--- config.mk ---
export PLATFORM = sky130hd
export DESIGN_NAME = seq_player_flat
export DESIGN_NICKNAME = d
export VERILOG_FILES = /design/src/rtl/seq_player_if.sv /design/src/rtl/seq_player.sv /design/src/flat_wrapper.sv
export SDC_FILE = /design/constraint.sdc
export NUM_CORES = 1
export LEC_CHECK = 0
export CORE_ASPECT_RATIO = 1.1
export CORE_MARGIN = 2
export CORE_UTILIZATION = 40
export CTS_CLUSTER_DIAMETER = 80
export DETAILED_ROUTE_END_ITERATION = 8
export RECOVER_POWER = 100
export SYNTH_ARGS = -nofsm -noshare
export SYNTH_HDL_FRONTEND = slang
export SYNTH_SLANG_ARGS = --single-unit
--- constraint.sdc ---
create_clock -name CLOCK_50 -period 4.1 [get_ports CLOCK_50]
set_input_delay 0.41 -clock CLOCK_50 [delete_from_list [all_inputs] [get_ports CLOCK_50]]
set_output_delay 0.41 -clock CLOCK_50 [all_outputs]
set_load 0.03 [all_outputs]
--- src/rtl/seq_player_if.sv ---
// Bundle of playback control, sequence data and LED/status outputs for seq_player.
interface seq_player_if #(
    parameter int unsigned N_ENTRIES = 16,
    parameter int unsigned ENTRY_W   = 4,
    parameter int unsigned LEN_W     = 5
) ();

    logic                           tick;
    logic                           start;
    logic                           abort;
    logic [LEN_W-1:0]               len;
    logic [N_ENTRIES*ENTRY_W-1:0]   seq;
    logic [ENTRY_W-1:0]             leds;
    logic                           busy;
    logic                           done;
    logic [LEN_W-1:0]               idx;

    modport master (
        output tick, start, abort, len, seq,
        input  leds, busy, done, idx
    );

    modport slave (
        input  tick, start, abort, len, seq,
        output leds, busy, done, idx
    );

endinterface

--- src/rtl/seq_player.sv ---
// Plays the latched sequence register out on the LEDs, oldest entry first, one entry per
// SHOW_TICKS ticks. Define SEQ_PLAYER_GAP_EN to insert a dark gap between entries.
module seq_player #(
    parameter int unsigned N_ENTRIES  = 16,
    parameter int unsigned ENTRY_W    = 4,
    parameter int unsigned LEN_W      = 5,
    parameter int unsigned SHOW_TICKS = 2,
    parameter int unsigned GAP_TICKS  = 1
) (
    input  logic          CLOCK_50,
    input  logic          R_n,
    seq_player_if.slave   bus
);

    localparam int unsigned SeqW     = N_ENTRIES * ENTRY_W;
    localparam int unsigned MaxTicks = (SHOW_TICKS > GAP_TICKS) ? SHOW_TICKS : GAP_TICKS;
    localparam int unsigned CntW     = (MaxTicks > 1) ? $clog2(MaxTicks) : 1;

    localparam logic [LEN_W-1:0] LenMax   = LEN_W'(N_ENTRIES);
    localparam logic [CntW-1:0]  ShowLast = CntW'(SHOW_TICKS - 1);
`ifdef SEQ_PLAYER_GAP_EN
    localparam logic [CntW-1:0]  GapLast  = CntW'(GAP_TICKS - 1);
`endif

    typedef enum logic [1:0] {StIdle, StShow, StGap, StFin} state_e;

    state_e              state_q;
    logic [SeqW-1:0]     seq_q;
    logic [LEN_W-1:0]    len_q;
    logic [LEN_W-1:0]    k_q;
    logic [CntW-1:0]     cnt_q;
    logic [ENTRY_W-1:0]  leds_q;
    logic                busy_q;
    logic                done_q;
    logic [LEN_W-1:0]    idx_q;

    logic [LEN_W-1:0]    len_clamped;
    logic [LEN_W-1:0]    k_nxt;

    // Entry k of a len-entry sequence sits at nibble (N_ENTRIES - len + k).
    function automatic logic [ENTRY_W-1:0] entry_at(input logic [SeqW-1:0]  s,
                                                    input logic [LEN_W-1:0] l,
                                                    input logic [LEN_W-1:0] k);
        int unsigned pos;
        pos = N_ENTRIES - 32'(l) + 32'(k);
        return s[pos*ENTRY_W +: ENTRY_W];
    endfunction

    always_comb begin
        len_clamped = (bus.len > LenMax) ? LenMax : bus.len;
        k_nxt       = k_q + LEN_W'(1);
    end

    always_ff @(posedge CLOCK_50 or negedge R_n) begin
        if (!R_n) begin
            state_q <= StIdle;
            seq_q   <= '0;
            len_q   <= '0;
            k_q     <= '0;
            cnt_q   <= '0;
            leds_q  <= '0;
            busy_q  <= 1'b0;
            done_q  <= 1'b0;
            idx_q   <= '0;
        end else begin
            done_q <= 1'b0;
            case (state_q)
                StIdle: begin
                    // abort beats a coincident start; a coincident tick is not counted
                    if (bus.start && !bus.abort) begin
                        seq_q  <= bus.seq;
                        len_q  <= len_clamped;
                        k_q    <= '0;
                        cnt_q  <= '0;
                        idx_q  <= '0;
                        busy_q <= 1'b1;
                        if (len_clamped == '0) begin
                            state_q <= StFin;
                            done_q  <= 1'b1;
                        end else begin
                            state_q <= StShow;
                            leds_q  <= entry_at(bus.seq, len_clamped, '0);
                        end
                    end
                end
                StShow: begin
                    if (bus.abort) begin
                        state_q <= StIdle;
                        leds_q  <= '0;
                        busy_q  <= 1'b0;
                        cnt_q   <= '0;
                    end else if (bus.tick) begin
                        if (cnt_q == ShowLast) begin
                            cnt_q <= '0;
                            idx_q <= k_nxt;
                            if (k_nxt == len_q) begin
                                state_q <= StFin;
                                leds_q  <= '0;
                                done_q  <= 1'b1;
                            end else begin
`ifdef SEQ_PLAYER_GAP_EN
                                state_q <= StGap;
                                leds_q  <= '0;
`else
                                k_q    <= k_nxt;
                                leds_q <= entry_at(seq_q, len_q, k_nxt);
`endif
                            end
                        end else begin
                            cnt_q <= cnt_q + CntW'(1);
                        end
                    end
                end
                StGap: begin
`ifdef SEQ_PLAYER_GAP_EN
                    if (bus.abort) begin
                        state_q <= StIdle;
                        leds_q  <= '0;
                        busy_q  <= 1'b0;
                        cnt_q   <= '0;
                    end else if (bus.tick) begin
                        if (cnt_q == GapLast) begin
                            cnt_q   <= '0;
                            state_q <= StShow;
                            k_q     <= k_nxt;
                            leds_q  <= entry_at(seq_q, len_q, k_nxt);
                        end else begin
                            cnt_q <= cnt_q + CntW'(1);
                        end
                    end
`else
                    state_q <= StIdle;
                    leds_q  <= '0;
                    busy_q  <= 1'b0;
                    cnt_q   <= '0;
`endif
                end
                StFin: begin
                    state_q <= StIdle;
                    leds_q  <= '0;
                    busy_q  <= 1'b0;
                    cnt_q   <= '0;
                end
                default: begin
                    state_q <= StIdle;
                    leds_q  <= '0;
                    busy_q  <= 1'b0;
                    cnt_q   <= '0;
                end
            endcase
        end
    end

    assign bus.leds = leds_q;
    assign bus.busy = busy_q;
    assign bus.done = done_q;
    assign bus.idx  = idx_q;

endmodule

--- src/flat_wrapper.sv ---
// flat-port wrapper written by rule: the top's interface ports become plain ports
module seq_player_flat 
#(
    parameter int unsigned N_ENTRIES  = 16,
    parameter int unsigned ENTRY_W    = 4,
    parameter int unsigned LEN_W      = 5,
    parameter int unsigned SHOW_TICKS = 2,
    parameter int unsigned GAP_TICKS  = 1
)
  (CLOCK_50, R_n, bus_tick, bus_start, bus_abort, bus_len, bus_seq, bus_leds, bus_busy, bus_done, bus_idx);
  seq_player_if #(.N_ENTRIES(N_ENTRIES), .ENTRY_W(ENTRY_W), .LEN_W(LEN_W)) bus_i ();
  input  logic CLOCK_50;
  input  logic R_n;
  input wire logic [$bits(bus_i.tick)-1:0] bus_tick;
  input wire logic [$bits(bus_i.start)-1:0] bus_start;
  input wire logic [$bits(bus_i.abort)-1:0] bus_abort;
  input wire logic [$bits(bus_i.len)-1:0] bus_len;
  input wire logic [$bits(bus_i.seq)-1:0] bus_seq;
  output wire logic [$bits(bus_i.leds)-1:0] bus_leds;
  output wire logic [$bits(bus_i.busy)-1:0] bus_busy;
  output wire logic [$bits(bus_i.done)-1:0] bus_done;
  output wire logic [$bits(bus_i.idx)-1:0] bus_idx;
  assign bus_i.tick = bus_tick;
  assign bus_i.start = bus_start;
  assign bus_i.abort = bus_abort;
  assign bus_i.len = bus_len;
  assign bus_i.seq = bus_seq;
  assign bus_leds = bus_i.leds;
  assign bus_busy = bus_i.busy;
  assign bus_done = bus_i.done;
  assign bus_idx = bus_i.idx;
  seq_player #(.N_ENTRIES(N_ENTRIES), .ENTRY_W(ENTRY_W), .LEN_W(LEN_W), .SHOW_TICKS(SHOW_TICKS), .GAP_TICKS(GAP_TICKS)) u_core (.CLOCK_50(CLOCK_50), .R_n(R_n), .bus(bus_i));
endmodule
==> results of run 1 <==
## cell families (layout without fill, tap and decap cells)
| group | count (synthesis) | after routing | synth area share |
|---|---|---|---|
| and+or+nand+nor | 261 | 261 | 0.215 |
| DFF | 88 | 88 | 0.449 |
| AOI/OAI and AO/OA | 43 | 43 | 0.0649 |
| muxes | 41 | 41 | 0.174 |
| buffers and inverters | 37 | 120 | 0.0327 |
| xor gates and xnor gates | 16 | 16 | 0.0370 |
| adders and majority gates | 10 | 10 | 0.0271 |
## worst max-delay path, delay by kind of cell
kind | cells | cell delay [ps]
simple gates | 3 | 1710
buf+inv | 2 | 1410
compound gates | 1 | 100
## state kept, by name (all words and copies together) (netlist names), 2 cells and up
signal	count
u_core.bus.idx	5
u_core.state_q	2
u_core.seq_q	64
u_core.k_q	5
u_core.len_q	5
u_core.bus.leds	4
## area by class of cell
class	count	area [um^2]	area share
Tap cell	154	193	0.0312
Inverter	11	41.3	0.00668
Multi-Input combinational cell	371	2530	0.410
Clock inverter	3	65.1	0.0105
Clock buffer	13	250	0.0405
Timing Repair Buffer	93	895	0.145
Sequential cell	88	2200	0.356
## synthesized netlist by cell type, types with 5 or more instances
cell	n	area share
mux4_2	35	0.16
inv_1	11	0.0084
nor2_1	13	0.010
a21oi_1	8	0.0082
dfrtp_1	88	0.45
o21ai_1	6	0.0061
xnor2_1	8	0.014
xor2_1	5	0.0089
nand3_1	10	0.010
ha_1	9	0.023
o21ai_0	11	0.011
clkbuf_1	19	0.015
nand2_1	219	0.17
## routing by layer
metal	wire, um	up-vias
met1	5630	1955
met5	0	-
met3	742	20
met2	6900	128
met4	304	0
li1	-	1835
## report_power, final
| group | total (mW) | switching [mW] | internal, mW | leakage (nW) |
|---|---|---|---|---|
| clock | 0.881 | 0.331 | 0.550 | 0.154 |
| sequential | 1.08 | 0.0866 | 0.997 | 1.12 |
| combinational | 0.895 | 0.432 | 0.463 | 1.61 |
## how the worst max path moves through the flow
stage / cells past startpoint / to / slack [ps]
finish: 6 / u_core.bus.done / 710
global route: 6 / u_core.bus.done / 460
CTS: 6 / u_core.bus.leds[3] / 890
detailed placement: 6 / u_core.bus.leds[3] / 900
global placement: 6 / u_core.bus.leds[3] / 920
floorplan: 8 / u_core.bus.leds[0] / 1110
## metrics by stage
stage	power (mW)	instance area (um^2)	utilization	instances	hold WS [ps]
finish	2.86	6180	0.516	733	472
global placement	1.98	5890	0.491	717	445
floorplan	1.68	4900	-	496	114
CTS	2.89	6200	0.518	733	83.5
detailed placement	2.00	5890	0.491	717	447
global route	3.01	6180	0.516	733	493
==> reports/metrics.yaml, run 1 <==
outcome:
  status: "finished, violations left"
  violations: "max-capacitance violations, max-slew violations"
cells_and_area:
  layout_common_cells: "nand2_1, dfrtp_1, clkdlybuf4s50_1, mux4_2, o21ai_0"
  num-fill-cells: 1094
  layout_commonest_cell: "nand2_1"
  nets: 658
  n_antenna_cell: 0
  drive_above_1_share: 0.121
  area_growth_pct: 26.1
timing:
  worst_pin_slew_ps: 2390
  hold_viol: 0
  slew_headroom: -0.590
  final-setup-viol-count: 0
  rsz0062_at_grt: "no"
  slew_viol_final: 154
  fmax_mhz: 295
  finClkSkew_ps: 3.80
  setup_slack_ps: 714
  fin_crit_ps: 3390
  setup-tns-final_ps: 0
  finalCritPeriodShare: 0.826
global_routing:
  grt.met1_usage: 0.296
  grt_overflow: 0
  antenna_found_initial: 0
  grt_max_degree: 76
  busiest_layer: "met2"
  grt_use_met2: 0.364
  grt_pass1_vias: 4088
  gr-usage-met3: 0.0353
  grt_first_pass_wirelength_um: 21900
  grt_usage: 0.223
critical_path:
  startpoint: "bus_abort"
  worstReg2RegEnd: "u_core.bus.leds[3]"
  reg2reg_setup_slack_ps: 920
  rr_worst_depth: 6
  cp-end-kind: "flip-flop"
  critPathRequiredTime_ps: 4350
  start_kind: "input pin"
  worstPathCellList: "dlygate4sd3_1, nor2_1, and2_0, clkbuf_2, nand2_1, o21ai_0"
  timing_worst_setup_path_type: "in -> reg"
  path_max_fanout: 40
  arrival_ps: 3640
  slowest_delay_ps: 1300
  rr_startpoint: "u_core.k_q[0]"
  critPathSlowestCell: "and2_0"
worst_hold_path:
  whs_endpoint: "u_core.seq_q[60]"
  whs_path_depth: 2
  hp-start: "u_core.seq_q[60]"
  hold_class: "reg -> reg"
place:
  dp_slack_ps: 901
  dp_hpwl_um: 9950
  place_congestion: 0.846
  io_buffers: 84
die:
  die_w_um: 110
  die_y_um: 120
  core_um2: 12000
  rows: 42
  die-area_um2: 13200
  start_util: 0.409
  pin_count: 85
drt:
  routedWlPerCell_um: 18.5
  first_pass_iters: 5
  wl_um: 13600
  antenna_left: 0
  route.detailed.drc: 0
  viasPerCell: 5.37
  num_vias: 3938
  initialDrtViolationCount: 249
pwr:
  powerDensity_nw_per_um2: 463
  leakagePower_nw: 2.88
  ir_worst_vdd_v: 0.000203
clocking:
  cts-resized-gates: 0
  post_cts_buffers: 0
  cts_buffers: 9
  hold_buffers: 0
  tritoncts: "built"
  clock_latency_ps: 340
  cts-root-buf: "clkbuf_16"
  clock_sinks: 88
  htreeDepth: 3
  cts_buffer_depth: 2
  clk_pin_slew_ps: 60
synthesis:
  synth-edff-count: 0
  yosysSeqAreaShare: 0.449
  syn_nets: 580
  yosysUniqueCellTypes: 47
  netlist_area_um2: 4900
  syn_inst: 496
  ys.warnings.count: 0
  async_reset_ff_frac: 1.00
  ys_seq_elements: 88
  avgSynthCellArea_um2: 9.88
  synth-main-ff-cell: "dfrtp_1"
run:
  maxCapViolCount: 3
(Power assumes the default switching activity.)
==> inputs of run 2 (changes only) <==
==> constraint.sdc (replaced) <==
create_clock -name CLOCK_50 -period 3.2 [get_ports CLOCK_50]
set_input_delay 0.32 -clock CLOCK_50 [delete_from_list [all_inputs] [get_ports CLOCK_50]]
set_output_delay 0.32 -clock CLOCK_50 [all_outputs]
set_load 0.03 [all_outputs]
==> run 2 against run 1 <==
Net effect:
- the flow now finishes without violations
- hold slack about the same
- die area unchanged
- final area up 0.43%
- largest cell class unchanged
- largest power group unchanged
==> reports/metrics.yaml, run 2 (synthesis gave the netlist of run 1 again) <==
outcome:
  status: "finished clean"
critical_path:
  cpMostUsedCell: "mux4_2"
  start_kind: "flip-flop"
  rr_startpoint: "u_core.k_q[0]"
  timing_worst_setup_path_type: "reg -> reg"
  rr_worst_depth: 7  # +1
  path_max_fanout: 16  # -60%
  worstPathCellList: "ha_1, fa_1, buf_12, mux4_2, mux4_2, nand3b_1, nand3_1"
  worstReg2RegEnd: "u_core.bus.leds[0]"
  arrival_ps: 2930  # -710 ps
  critPathRequiredTime_ps: 3420  # -930 ps
  cp-end-kind: "flip-flop"
  startpoint: "u_core.k_q[0]"
  reg2reg_setup_slack_ps: 490  # -430 ps
  critPathSlowestCell: "fa_1"
  setup.worst_path.end: "u_core.bus.leds[0]"
  slowest_delay_ps: 610  # -690 ps
clocking:
  htreeDepth: 3  # unchanged
  tritoncts: "built"
  cts_buffer_depth: 2  # unchanged
  cts_buffers: 9  # unchanged
  clock_sinks: 88  # unchanged
  cts-root-buf: "clkbuf_16"
  clock_latency_ps: 340  # about the same
  clk_pin_slew_ps: 60  # about the same
  cts-resized-gates: 0  # unchanged
cells_and_area:
  drive_above_1_share: 0.126  # +0.00560
  area_growth_pct: 26.6
  fin_util: 0.518  # +0.00219
  design_area_um2: 6200  # +0.43%
  nets: 664  # +0.91%
  regMostFlops: "u_core.seq_q"
  final_cells: 739  # +0.82%
  largest_reg_flops: 64  # unchanged
  layout_commonest_cell: "nand2_1"
  layout_common_cells: "nand2_1, dfrtp_1, clkdlybuf4s50_1, mux4_2, o21ai_0"
  n_antenna_cell: 0  # unchanged
drt:
  wl_um: 13600  # +0.40%
  routedWlPerCell_um: 18.5  # -0.42%
  num_vias: 3923  # -0.38%
  initialDrtViolationCount: 238  # -4.4%
  first_pass_iters: 4  # -1
  route.detailed.drc: 0  # unchanged
  antenna_left: 0  # unchanged
  viasPerCell: 5.31  # -1.2%
timing:
  fin_crit_ps: 2710
  final-setup-viol-count: 0  # unchanged
  hold_ws_ps: 471  # -0.0990 ps
  worst_pin_slew_ps: 1300  # -1080 ps
  finClkSkew_ps: 6.77  # +2.97 ps
  finalCritPeriodShare: 0.847
  slew_viol_final: 0  # -100%
  setup-tns-final_ps: 0  # unchanged
  slew_headroom: 0.131  # +0.721
  rsz0062_at_grt: "no"
  setup_slack_ps: 489  # -225 ps
  hold_viol: 0  # unchanged
  fmax_mhz: 369
place:
  io_buffers: 84  # unchanged
  post_dp_cell_area_um2: 5950  # +1.1%
  dp_hpwl_um: 10500  # +5.8%
  dp_slack_ps: 392  # -509 ps
  place_congestion: 0.898  # +6.1%
  placed_cells: 722  # +0.70%
global_routing:
  grt_first_pass_wirelength_um: 21900  # about the same
  grt_usage: 0.224  # +0.00115
  antenna_found_initial: 0  # unchanged
  grt_overflow: 0  # unchanged
  grt_max_degree: 53  # -30%
  grt_pass1_vias: 4065  # -0.56%
worst_hold_path:
  whs_path_depth: 2  # unchanged
  hold_class: "reg -> reg"
die:
  die_w_um: 110  # unchanged
  die_y_um: 120  # unchanged
  core_um2: 12000  # unchanged
  die-area_um2: 13200  # unchanged
  rows: 42  # unchanged
  start_util: 0.409  # unchanged
  pin_count: 85  # unchanged
pwr:
  powerDensity_nw_per_um2: 574  # +24%
  leakagePower_nw: 2.90  # +0.45%
  total_power_mw: 3.56  # +25%
  ir_worst_vdd_v: 0.000304  # +50%
run:
  maxCapViolCount: 0  # -3
## run 2: what timing repair did
action | in CTS | in global routing
endpoints found under the hold margin | 1 | 0
buffers inserted | 0 | 0
hold buffers | 1 | 0
## run 2: critical path, delay by kind of cell (launching register included)
kind          cells  cell delay [ps]
flops             1              430
fa+ha+maj         2             1020
mux               2              810
simple gates      2              160
buf+inv           1              170
## run 2: worst min-delay path by stage
stage / start / to / slack [ps]
final: u_core.seq_q[15] / u_core.seq_q[15] / 470
after global routing: u_core.seq_q[15] / u_core.seq_q[15] / 500
after CTS: u_core.seq_q[41] / u_core.seq_q[41] / 480
after detailed placement: R_n / u_core.seq_q[35] / 360
after global placement: R_n / u_core.seq_q[36] / 360
after floorplan: R_n / u_core.bus.busy / 20
## run 2: area by class of cell
class / instances / area (um^2)
inverter: 11 / 41.3
fill: 1071 / 5780
timing repair buffer: 99 / 947
tap: 154 / 193
clock buffer: 14 / 274
clock inverter: 2 / 12.5
sequential: 88 / 2200
multi-input combinational: 371 / 2530
## run 2: metal layers
| layer | wire length [um] | GRT usage | up-vias | share of wire |
|---|---|---|---|---|
| met5 | 0 | 0 | - | 0 |
| met2 | 6940 | 0.365 | 116 | 0.51 |
| met3 | 730 | 0.0516 | 20 | 0.054 |
| li1 | - | - | 1843 | - |
| met4 | 296 | 0.0910 | 0 | 0.022 |
| met1 | 5670 | 0.286 | 1944 | 0.42 |
## run 2: where the power goes
group,switching [mW],internal (mW),total (mW)
clock,0.428,0.590,1.02
sequential,0.127,1.28,1.40
combinational,0.537,0.604,1.14
total,1.09,2.47,3.56
==> inputs of run 3 (changes only) <==
--- a/config.mk
+++ b/config.mk
@@ -10,6 +10,7 @@
 export CORE_UTILIZATION = 40
 export CTS_CLUSTER_DIAMETER = 80
 export DETAILED_ROUTE_END_ITERATION = 8
+export PLACE_DENSITY = 0.66
 export RECOVER_POWER = 100
 export SYNTH_ARGS = -nofsm -noshare
 export SYNTH_HDL_FRONTEND = slang
==> constraint.sdc (replaced) <==
create_clock -name CLOCK_50 -period 2.4 [get_ports CLOCK_50]
set_input_delay 0.24 -clock CLOCK_50 [delete_from_list [all_inputs] [get_ports CLOCK_50]]
set_output_delay 0.24 -clock CLOCK_50 [all_outputs]
set_load 0.03 [all_outputs]
==> run 3 against run 2 <==
Net effect:
- largest cell class unchanged
- highest routed layer unchanged
- largest power group unchanged
- clock power rose by 53%
- clock skew rose by 2.2 ps
- setup slack got worse by 630 ps
- the run now ends with negative setup slack left
==> reports/metrics.yaml, run 3 (synthesis gave the netlist of run 1 again) <==
outcome:
  status: "finished, violations left"
  violations: "negative setup slack"
timing:
  slew_viol_final: 0  # unchanged
  fin_crit_ps: 2540  # -167 ps
  fmax_mhz: 393  # +6.6%
  rsz0062_at_grt: "yes"
  final-setup-viol-count: 4  # +4
  finalCritPeriodShare: 1.06  # +0.213
  hold_viol: 0  # unchanged
  slew_headroom: 0.225  # +0.0941
  setup_slack_ps: -144  # -633 ps
  finClkSkew_ps: 8.95  # +2.19 ps
  worst_pin_slew_ps: 1160  # -141 ps
global_routing:
  grt_overflow: 0  # unchanged
  grt_first_pass_wirelength_um: 22700  # +3.6%
  antenna_found_initial: 0  # unchanged
  grt_max_degree: 52  # -1.9%
  grt_pass1_vias: 4329  # +6.5%
  grt_usage: 0.229  # +0.00485
drt:
  first_pass_iters: 6  # +2
  num_vias: 4110  # +4.8%
  antenna_left: 0  # unchanged
  viasPerCell: 5.36  # +0.94%
  route.detailed.drc: 0  # unchanged
  initialDrtViolationCount: 235  # -1.3%
  wl_um: 13800  # +0.98%
  routedWlPerCell_um: 18.0  # -2.7%
cells_and_area:
  num-fill-cells: 1072  # +0.093%
  regMostFlops: "u_core.seq_q"
  largest_reg_flops: 64  # unchanged
  design_area_um2: 6530  # +5.2%
  area_growth_pct: 33.2
  layout_common_cells: "nand2_1, dfrtp_1, clkdlybuf4s50_1, buf_4, mux4_2"
  final_cells: 767  # +3.8%
  layout_commonest_cell: "nand2_1"
  nets: 692  # +4.2%
  drive_above_1_share: 0.186  # +0.0595
  n_antenna_cell: 0  # unchanged
clocking:
  cts-root-buf: "clkbuf_16"
  htreeDepth: 3  # unchanged
  cts_buffers: 9  # unchanged
  clk_pin_slew_ps: 70  # about the same
  clock_sinks: 88  # unchanged
  cts_buffer_depth: 2  # unchanged
  clock_latency_ps: 350  # about the same
  tritoncts: "built"
worst_hold_path:
  hold_class: "in -> reg"
place:
  post_dp_cell_area_um2: 6160  # +3.6%
  dp_slack_ps: -204  # -596 ps
  placed_cells: 746  # +3.3%
  io_buffers: 84  # unchanged
  place_congestion: 0.856  # -4.7%
  dp_hpwl_um: 10300  # -1.9%
pwr:
  ir_worst_vdd_v: 0.000416  # +37%
  leakagePower_nw: 3.05  # +5.4%
  powerDensity_nw_per_um2: 788  # +37%
die:
  pin_count: 85  # unchanged
  core_um2: 12000  # unchanged
  die_w_um: 110  # unchanged
  die-area_um2: 13200  # unchanged
  die_y_um: 120  # unchanged
  rows: 42  # unchanged
  start_util: 0.409  # unchanged
critical_path:
  cp-end-kind: "flip-flop"
  timing_worst_setup_path_type: "reg -> reg"
  path_max_fanout: 8  # -8
  critPathRequiredTime_ps: 2630  # -790 ps
  arrival_ps: 2780  # -150 ps
  reg2reg_setup_slack_ps: -140  # -630 ps
  start_kind: "flip-flop"
run:
  maxCapViolCount: 0  # unchanged
[run 3: through the flow]
stage | power (mW) | utilization | setup TNS, ps | hold slack [ps]
after global placement | 3.48 | 0.514 | -313 | 289
after CTS | 5.10 | 0.544 | -295 | 439
after detailed placement | 3.52 | 0.514 | -719 | 293
after global routing | 5.38 | 0.545 | -834 | 472
after floorplan | 2.93 | - | -325 | -55.6
final | 5.15 | 0.545 | -457 | 448
[run 3: where the power goes]
| group | internal [mW] | switching, mW |
|---|---|---|
| registers | 1.70 | 0.161 |
| clock network | 0.944 | 0.617 |
| logic | 0.939 | 0.781 |
| total | 3.59 | 1.56 |
[run 3: layout make-up]
class	instances	area [um^2]	area share
Multi-Input combinational cell	371	2580	0.395
Clock inverter	6	91.3	0.0140
Timing Repair Buffer	127	1180	0.181
Sequential cell	88	2200	0.337
Clock buffer	10	239	0.0366
Tap cell	154	193	0.0295
Inverter	11	41.3	0.00633
[run 3: timing repair]
item                                   CTS  global route
resized for setup                        0             3
endpoints found under the hold margin   43             0
hold buffers                             1             0
setup buffers                            2             1
cloned                                   0             1
pin swaps                                0             4
setup endpoints to repair                4             4
[run 3: path summary, 6_finish.rpt]
kind	startpoint	endpoint	cells past startpoint
setup reg to reg	u_core.len_q[0]	u_core.bus.leds[0]	8
max in group asynchronous	R_n	u_core.seq_q[11]	3
hold reg to reg	u_core.seq_q[61]	u_core.seq_q[61]	2
min in group asynchronous	R_n	u_core.seq_q[49]	2
setup / recovery	u_core.len_q[0]	u_core.bus.leds[0]	8
hold / removal	bus_seq[14]	u_core.seq_q[14]	3
[run 3: worst max-delay path, stage by stage, from the launching register on]
cell and delay, ps:
dfrtp_1 420, inv_2 90, ha_4 210, fa_2 600, buf_12 150, mux4_2 330, mux4_2 470, nand3b_1 90
nand3_1 70
[run 3: layer usage]
layer	wire [um]	track usage	part of all wire	vias to the layer above
li1	-	-	-	1899
met1	5940	0.308	0.43	2042
met2	6840	0.370	0.50	146
met3	634	0.0326	0.046	23
met4	357	0.0918	0.026	0
met5	0	0	0	-
